==> config.mk <==
export PLATFORM = sky130hd
export DESIGN_NAME = div_req_ctrl
export DESIGN_NICKNAME = d
export VERILOG_FILES = /design/src/rtl/div_req_ctrl.sv
export SDC_FILE = /design/constraint.sdc
export NUM_CORES = 1
export LEC_CHECK = 0
export ABC_CLOCK_PERIOD_IN_PS = 7700
export CELL_PAD_IN_SITES_DETAIL_PLACEMENT = 0
export CELL_PAD_IN_SITES_GLOBAL_PLACEMENT = 2
export CORE_MARGIN = 3
export CORE_UTILIZATION = 30
export CTS_CLUSTER_SIZE = 24
export DETAILED_ROUTE_END_ITERATION = 10
export PLACE_DENSITY = 0.79
export SETUP_SLACK_MARGIN = 0.2
export SLEW_MARGIN = 20
export SYNTH_ARGS = -nofsm -noshare
export SYNTH_HDL_FRONTEND = slang
export SYNTH_SLANG_ARGS = --single-unit
==> constraint.sdc <==
create_clock -name clk_i -period 7.7 [get_ports clk_i]
set_clock_uncertainty 0.1 [all_clocks]
set_input_delay 1.155 -clock clk_i [delete_from_list [all_inputs] [get_ports clk_i]]
set_output_delay 1.155 -clock clk_i [all_outputs]
set_load 0.01 [all_outputs]
==> src/rtl/div_req_ctrl.sv <==
// Issue-side controller for the radix-2 divider: request FIFO, single-outstanding
// dispatch, result capture for writeback, flush handling and a sticky protocol flag.
package div_req_ctrl_pkg;
  localparam int TRANS_ID_BITS = 3;
  typedef enum logic [3:0] {
    DIV, DIVU, DIVW, DIVUW, REM, REMU, REMW, REMUW
  } fu_op;
endpackage

module div_req_ctrl
  import div_req_ctrl_pkg::*;
#(
  parameter int DEPTH = 2
) (
  input  logic                     clk_i,
  input  logic                     rst_ni,
  input  logic                     flush_i,
  input  logic                     issue_valid_i,
  output logic                     issue_ready_o,
  input  logic [TRANS_ID_BITS-1:0] issue_trans_id_i,
  input  fu_op                     issue_operator_i,
  input  logic [63:0]              issue_operand_a_i,
  input  logic [63:0]              issue_operand_b_i,
  output logic                     div_valid_o,
  input  logic                     div_ready_i,
  output logic [TRANS_ID_BITS-1:0] div_trans_id_o,
  output fu_op                     div_operator_o,
  output logic [63:0]              div_operand_a_o,
  output logic [63:0]              div_operand_b_o,
  input  logic                     div_valid_i,
  input  logic [63:0]              div_result_i,
  input  logic [TRANS_ID_BITS-1:0] div_trans_id_i,
  output logic                     wb_valid_o,
  input  logic                     wb_ready_i,
  output logic [TRANS_ID_BITS-1:0] wb_trans_id_o,
  output logic [63:0]              wb_result_o,
  output logic                     busy_o,
  output logic                     protocol_err_o
);
  localparam int PTR_W = $clog2(DEPTH);
  localparam int CNT_W = PTR_W + 1;

  typedef struct packed {
    logic [TRANS_ID_BITS-1:0] trans_id;
    fu_op                     op;
    logic [63:0]              a;
    logic [63:0]              b;
  } entry_t;

  typedef enum logic [2:0] {IDLE, REQ, WAIT, RESP, DRAIN} state_e;

  entry_t                   mem [DEPTH];
  logic [PTR_W-1:0]         wr_ptr_reg;
  logic [PTR_W-1:0]         rd_ptr_reg;
  logic [CNT_W-1:0]         count_reg;
  logic [CNT_W-1:0]         count_next;
  state_e                   state_reg;
  logic [TRANS_ID_BITS-1:0] inflight_id_reg;
  logic                     full;
  logic                     push;
  logic                     pop;
  logic                     q_nonempty_next;
  logic                     result_expected;
  logic                     unexpected_result;
  entry_t                   issue_entry;
  entry_t                   head_entry;

  assign full          = (count_reg == CNT_W'(DEPTH));
  assign issue_ready_o = rst_ni & ~flush_i & ~full;
  assign push          = issue_valid_i & issue_ready_o;
  assign pop           = div_valid_o & div_ready_i;

  assign count_next      = flush_i ? '0 : count_reg + CNT_W'(push) - CNT_W'(pop);
  assign q_nonempty_next = (count_next != '0);

  assign issue_entry = '{trans_id: issue_trans_id_i, op: issue_operator_i,
                         a: issue_operand_a_i, b: issue_operand_b_i};
  // An empty queue being written this cycle forwards the incoming request.
  assign head_entry  = (count_reg == '0) ? issue_entry : mem[rd_ptr_reg];

  assign result_expected   = (state_reg == WAIT) || (state_reg == DRAIN);
  assign unexpected_result = div_valid_i &
                             (~result_expected | (div_trans_id_i != inflight_id_reg));

  always_ff @(posedge clk_i) begin
    if (push) mem[wr_ptr_reg] <= issue_entry;
  end

  always_ff @(posedge clk_i) begin
    if (!rst_ni || flush_i) begin
      wr_ptr_reg <= '0;
      rd_ptr_reg <= '0;
      count_reg  <= '0;
    end else begin
      if (push) wr_ptr_reg <= wr_ptr_reg + PTR_W'(1);
      if (pop)  rd_ptr_reg <= rd_ptr_reg + PTR_W'(1);
      count_reg <= count_next;
    end
  end

  always_ff @(posedge clk_i) begin
    if (!rst_ni) begin
      state_reg       <= IDLE;
      div_valid_o     <= 1'b0;
      div_trans_id_o  <= '0;
      div_operator_o  <= DIV;
      div_operand_a_o <= '0;
      div_operand_b_o <= '0;
      wb_valid_o      <= 1'b0;
      wb_trans_id_o   <= '0;
      wb_result_o     <= '0;
      inflight_id_reg <= '0;
      busy_o          <= 1'b0;
      protocol_err_o  <= 1'b0;
    end else begin
      busy_o <= 1'b1;
      if (unexpected_result) protocol_err_o <= 1'b1;
      case (state_reg)
        IDLE: begin
          if (!flush_i && count_reg != '0) begin
            state_reg       <= REQ;
            div_valid_o     <= 1'b1;
            div_trans_id_o  <= head_entry.trans_id;
            div_operator_o  <= head_entry.op;
            div_operand_a_o <= head_entry.a;
            div_operand_b_o <= head_entry.b;
          end else begin
            busy_o <= q_nonempty_next;
          end
        end
        REQ: begin
          if (div_ready_i) begin
            div_valid_o     <= 1'b0;
            inflight_id_reg <= div_trans_id_o;
            state_reg       <= flush_i ? DRAIN : WAIT;
          end else if (flush_i) begin
            div_valid_o <= 1'b0;
            state_reg   <= IDLE;
            busy_o      <= q_nonempty_next;
          end
        end
        WAIT: begin
          // A result landing in the flush cycle is already consumed; no drain needed.
          if (div_valid_i && flush_i) begin
            state_reg <= IDLE;
            busy_o    <= q_nonempty_next;
          end else if (div_valid_i) begin
            wb_valid_o    <= 1'b1;
            wb_result_o   <= div_result_i;
            wb_trans_id_o <= div_trans_id_i;
            state_reg     <= RESP;
          end else if (flush_i) begin
            state_reg <= DRAIN;
          end
        end
        RESP: begin
          if (flush_i) begin
            wb_valid_o <= 1'b0;
            state_reg  <= IDLE;
            busy_o     <= q_nonempty_next;
          end else if (wb_ready_i) begin
            wb_valid_o <= 1'b0;
            if (q_nonempty_next) begin
              state_reg       <= REQ;
              div_valid_o     <= 1'b1;
              div_trans_id_o  <= head_entry.trans_id;
              div_operator_o  <= head_entry.op;
              div_operand_a_o <= head_entry.a;
              div_operand_b_o <= head_entry.b;
            end else begin
              state_reg <= IDLE;
              busy_o    <= q_nonempty_next;
            end
          end
        end
        DRAIN: begin
          if (div_valid_i) begin
            state_reg <= IDLE;
            busy_o    <= q_nonempty_next;
          end
        end
        default: begin
          state_reg   <= IDLE;
          div_valid_o <= 1'b0;
          wb_valid_o  <= 1'b0;
          busy_o      <= q_nonempty_next;
        end
      endcase
    end
  end
endmodule

==> metrics.md <==
| Metric | Value |
|---|---|
| Critical path required time | `8.11 ns` |
| Residual DRC count | `0` |
| First-pass GRT wire length | `80500 um` |
| Max-slew violation count | `0` |
| CTS sink cnt | `487` |
| Clk root buf | `clkbuf_16` |
| Maximum VDD drop | `0.000157 V` |
| Yosys reg bits | `487` |
| Syn Inst Count | `1596` |
| Pin count of the biggest net entering global routing | `157` |
| Die Y | `257 um` |
| Count leader, synth | `nand2_1` |
| Via density | `4.71` |
| DP Cell Count | `2733` |
| Final Hold Viols | `0` |
| FF-to-FF setup slack | `4.08 ns` |
| Clock power share | `0.463` |
| Yosys cell types | `44` |
| Top FF cell, synth | `edfxtp_1` |
| Worst slew margin | `0.274` |
| Biggest register | `mem` |
| Antenna-violating nets left | `0` |
| Worst skew pair latency | `0.61 ns` |
| CTS Buf Count | `54` |
| Reg-to-reg endpoint | `div_operand_b_o[32]` |
| DP Worst Slack | `2.23 ns` |
| DP Wirelength | `32800 um` |
| Avg Inst Size Synth | `11.9 um2` |
| Wirelength, routed | `52600 um` |
| Clk slew on worst S/H paths | `0.06 ns` |
| CTS tree | `done` |
| Pwr dens | `228 nW/um2` |
| Final core occ | `0.413` |
| Max Freq | `206 MHz` |
| Async SR Flop Fraction | `0` |
| Reg power frac | `0.479` |
| Vias in the first global route | `13.2k` |
| All-Layer GR Usage | `0.154` |
| Yosys Warn Count | `0` |
| Reg2reg path depth | `12` |
| DR WL/cell | `18.5 um` |
| Biggest area consumer among synthesized cells | `edfxtp_1` |
| Comb power frac | `0.058` |
| Fin crit period | `4.85 ns` |
| HP Class | `flip-flop to flip-flop` |
| EDFF count, synth | `270` |
| Mapped Area | `18900 um2` |
| End point of the critical path | `div_operand_b_o[32]` |
| Row cnt | `91` |
| Status | `finished clean` |
| Sw frac | `0.215` |
| Clock Path Buffers | `3` |
| DRT iter0 DRCs | `821` |
| P&R area growth vs syn | `35.4%` |
| Net count after synthesis | `1807` |
| RSZ-0062 raised after global routing | `false` |
| I/O pin cnt | `416` |
| Arr. time, crit path | `5.26 ns` |
| Post-CTS setup buffer count | `0` |
| Design area | `25600 um2` |
| RR Startpoint | `count_reg[0]` |
| Post-cts resize count | `0` |
| Layout cell share with drive strength beyond 1 | `0.0576` |
| Worst setup SP type | `primary input` |
| Post-CTS Hold Buffers | `0` |
| Setup WS post-layout | `2.85 ns` |
| Starting density of the core | `0.305` |
| Setup violations, final | `0` |
| Post-DP Area | `23700 um2` |
| Critical Path End Type | `flip-flop` |
| Largest register FFs | `270` |
| Internal Pwr Total | `4.59 mW` |
| Worst-Margin Slew | `1.09 ns` |
| Synth top cells by count | `nand2_1, edfxtp_1, dfxtp_1, mux2i_1, o2111ai_1` |
| Synth top area share | `0.429` |
| Port-buffer cells | `415` |
| Post-layout net count | `2163` |
| CP startpoint | `flush_i` |
| Crit Path Max Fanout | `156` |
| Final cell count without fillers | `2838` |
| Pleak | `7.82 nW` |
| Area of the core | `62100 um2` |
| Die width | `257 um` |
| Synth area leaders | `edfxtp_1, dfxtp_1, nand2_1` |
| CTS H-tree depth | `2` |
| Initial antenna violation count | `7` |
| Drt pass-1 iters | `6` |
| Gp weighted congestion | `0.768` |
| Design Power | `5.85 mW` |
| Sequential cell area fraction in the yosys report | `0.658` |
| Fin crit share | `0.630` |
| Max-Cap Viols | `0` |
| Type of the worst setup path | `primary input to flip-flop` |
| Die area | `66100 um2` |
| Gr ovfl total | `0` |
| Psw | `1.26 mW` |
| Routed vias | `13.4k` |
## power groups by stage
stage / Sequential [mW] / Combinational, mW / Clock [mW]
floorplan: 2.87 / 0.130 / 0
global placement: 2.86 / 0.338 / 0
detailed placement: 2.86 / 0.342 / 0
CTS: 2.80 / 0.345 / 2.80
global route: 2.81 / 0.369 / 2.90
finish: 2.80 / 0.339 / 2.71
## cells by family (layout without fill, tap and decap cells)
kind of cell | after synthesis | after routing | share of synthesized area
DFF | 487 | 487 | 0.658
adders and majority gates | 2 | 2 | 0.00132
other | 0 | 3 | 0
AOI/OAI and AO/OA | 362 | 362 | 0.135
muxes | 139 | 139 | 0.0738
xor gates and xnor gates | 8 | 8 | 0.00370
and+or+nand+nor | 457 | 457 | 0.0944
buffers and inverters | 141 | 543 | 0.0336
## worst max-delay path: stages
cell	delay [ns]
clkdlybuf4s50_1	0.69
nand2b_1	0.39
a21oi_1	0.24
nand2_1	0.21
ha_1	0.34
inv_1	0.05
ha_1	0.14
xor2_1	0.35
mux2_4	0.36
o32ai_4	0.36
buf_12	0.52
o2111ai_1	0.21
o21ai_0	0.15
## final cells by class
type	instances	area (um2)
antenna	3	7.51
clock buffer	76	1540
clock inverter	26	350
fill	5793	36400
inverter	6	22.5
multi-input combinational	968	5860
sequential	487	12500
tap	837	1050
timing repair buffer	435	4330
## cell usage in the layout (no fill, tap or decap), types with 5 or more instances in the layout
cell             netlist  final
clkinv_2               0      8
o21ai_0               98     98
clkinv_1               0      5
nand2_1              409    409
a21oi_1                8      8
buf_4                  0     18
o21ai_1               39     39
xnor2_1                5      5
o2111ai_1            135    135
bufinv_16              0      7
clkbuf_1             100     11
edfxtp_1             270    270
clkdlybuf4s50_1        0    414
clkbuf_16              0     54
a21boi_0              68     68
dfxtp_1              217    216
nor2_1                19     17
nor2b_1               10     10
mux2i_1              138    138
clkbuf_8               0     11
inv_1                  6      6
## stage by stage
step | TNS, ns | hold slack (ns)
6_report | 0 | 0.348
5_1_grt | 0 | 0.373
4_1_cts | 0 | 0.350
3_5_place_dp | 0 | 0.341
3_3_place_gp | 0 | 0.338
2_1_floorplan | -176.86 | 0.373
## how the worst min path moves through the flow
stage	start	endpoint	slack [ns]	depth (start not counted)
CTS	div_operand_b_o[62]	div_operand_b_o[62]	0.35	2
finish	div_operand_a_o[4]	div_operand_a_o[4]	0.35	2
floorplan	div_operand_a_o[0]	div_operand_a_o[0]	0.37	2
global route	div_operand_a_o[20]	div_operand_a_o[20]	0.37	2
detailed placement	div_operator_o[1]	div_operator_o[1]	0.34	2
global placement	div_operand_b_o[60]	div_operand_b_o[60]	0.34	2
## layer usage
layer  up-vias  wire, um  global-route usage  part of all wire
li1       6547         -                   -                 -
met1      6353     22900               0.202              0.43
met2       390     23800               0.239              0.45
met3        81      4660              0.0575             0.088
met4         8      1280              0.0444             0.024
met5         -        48                   0           0.00091
(Power assumes the default switching activity.)
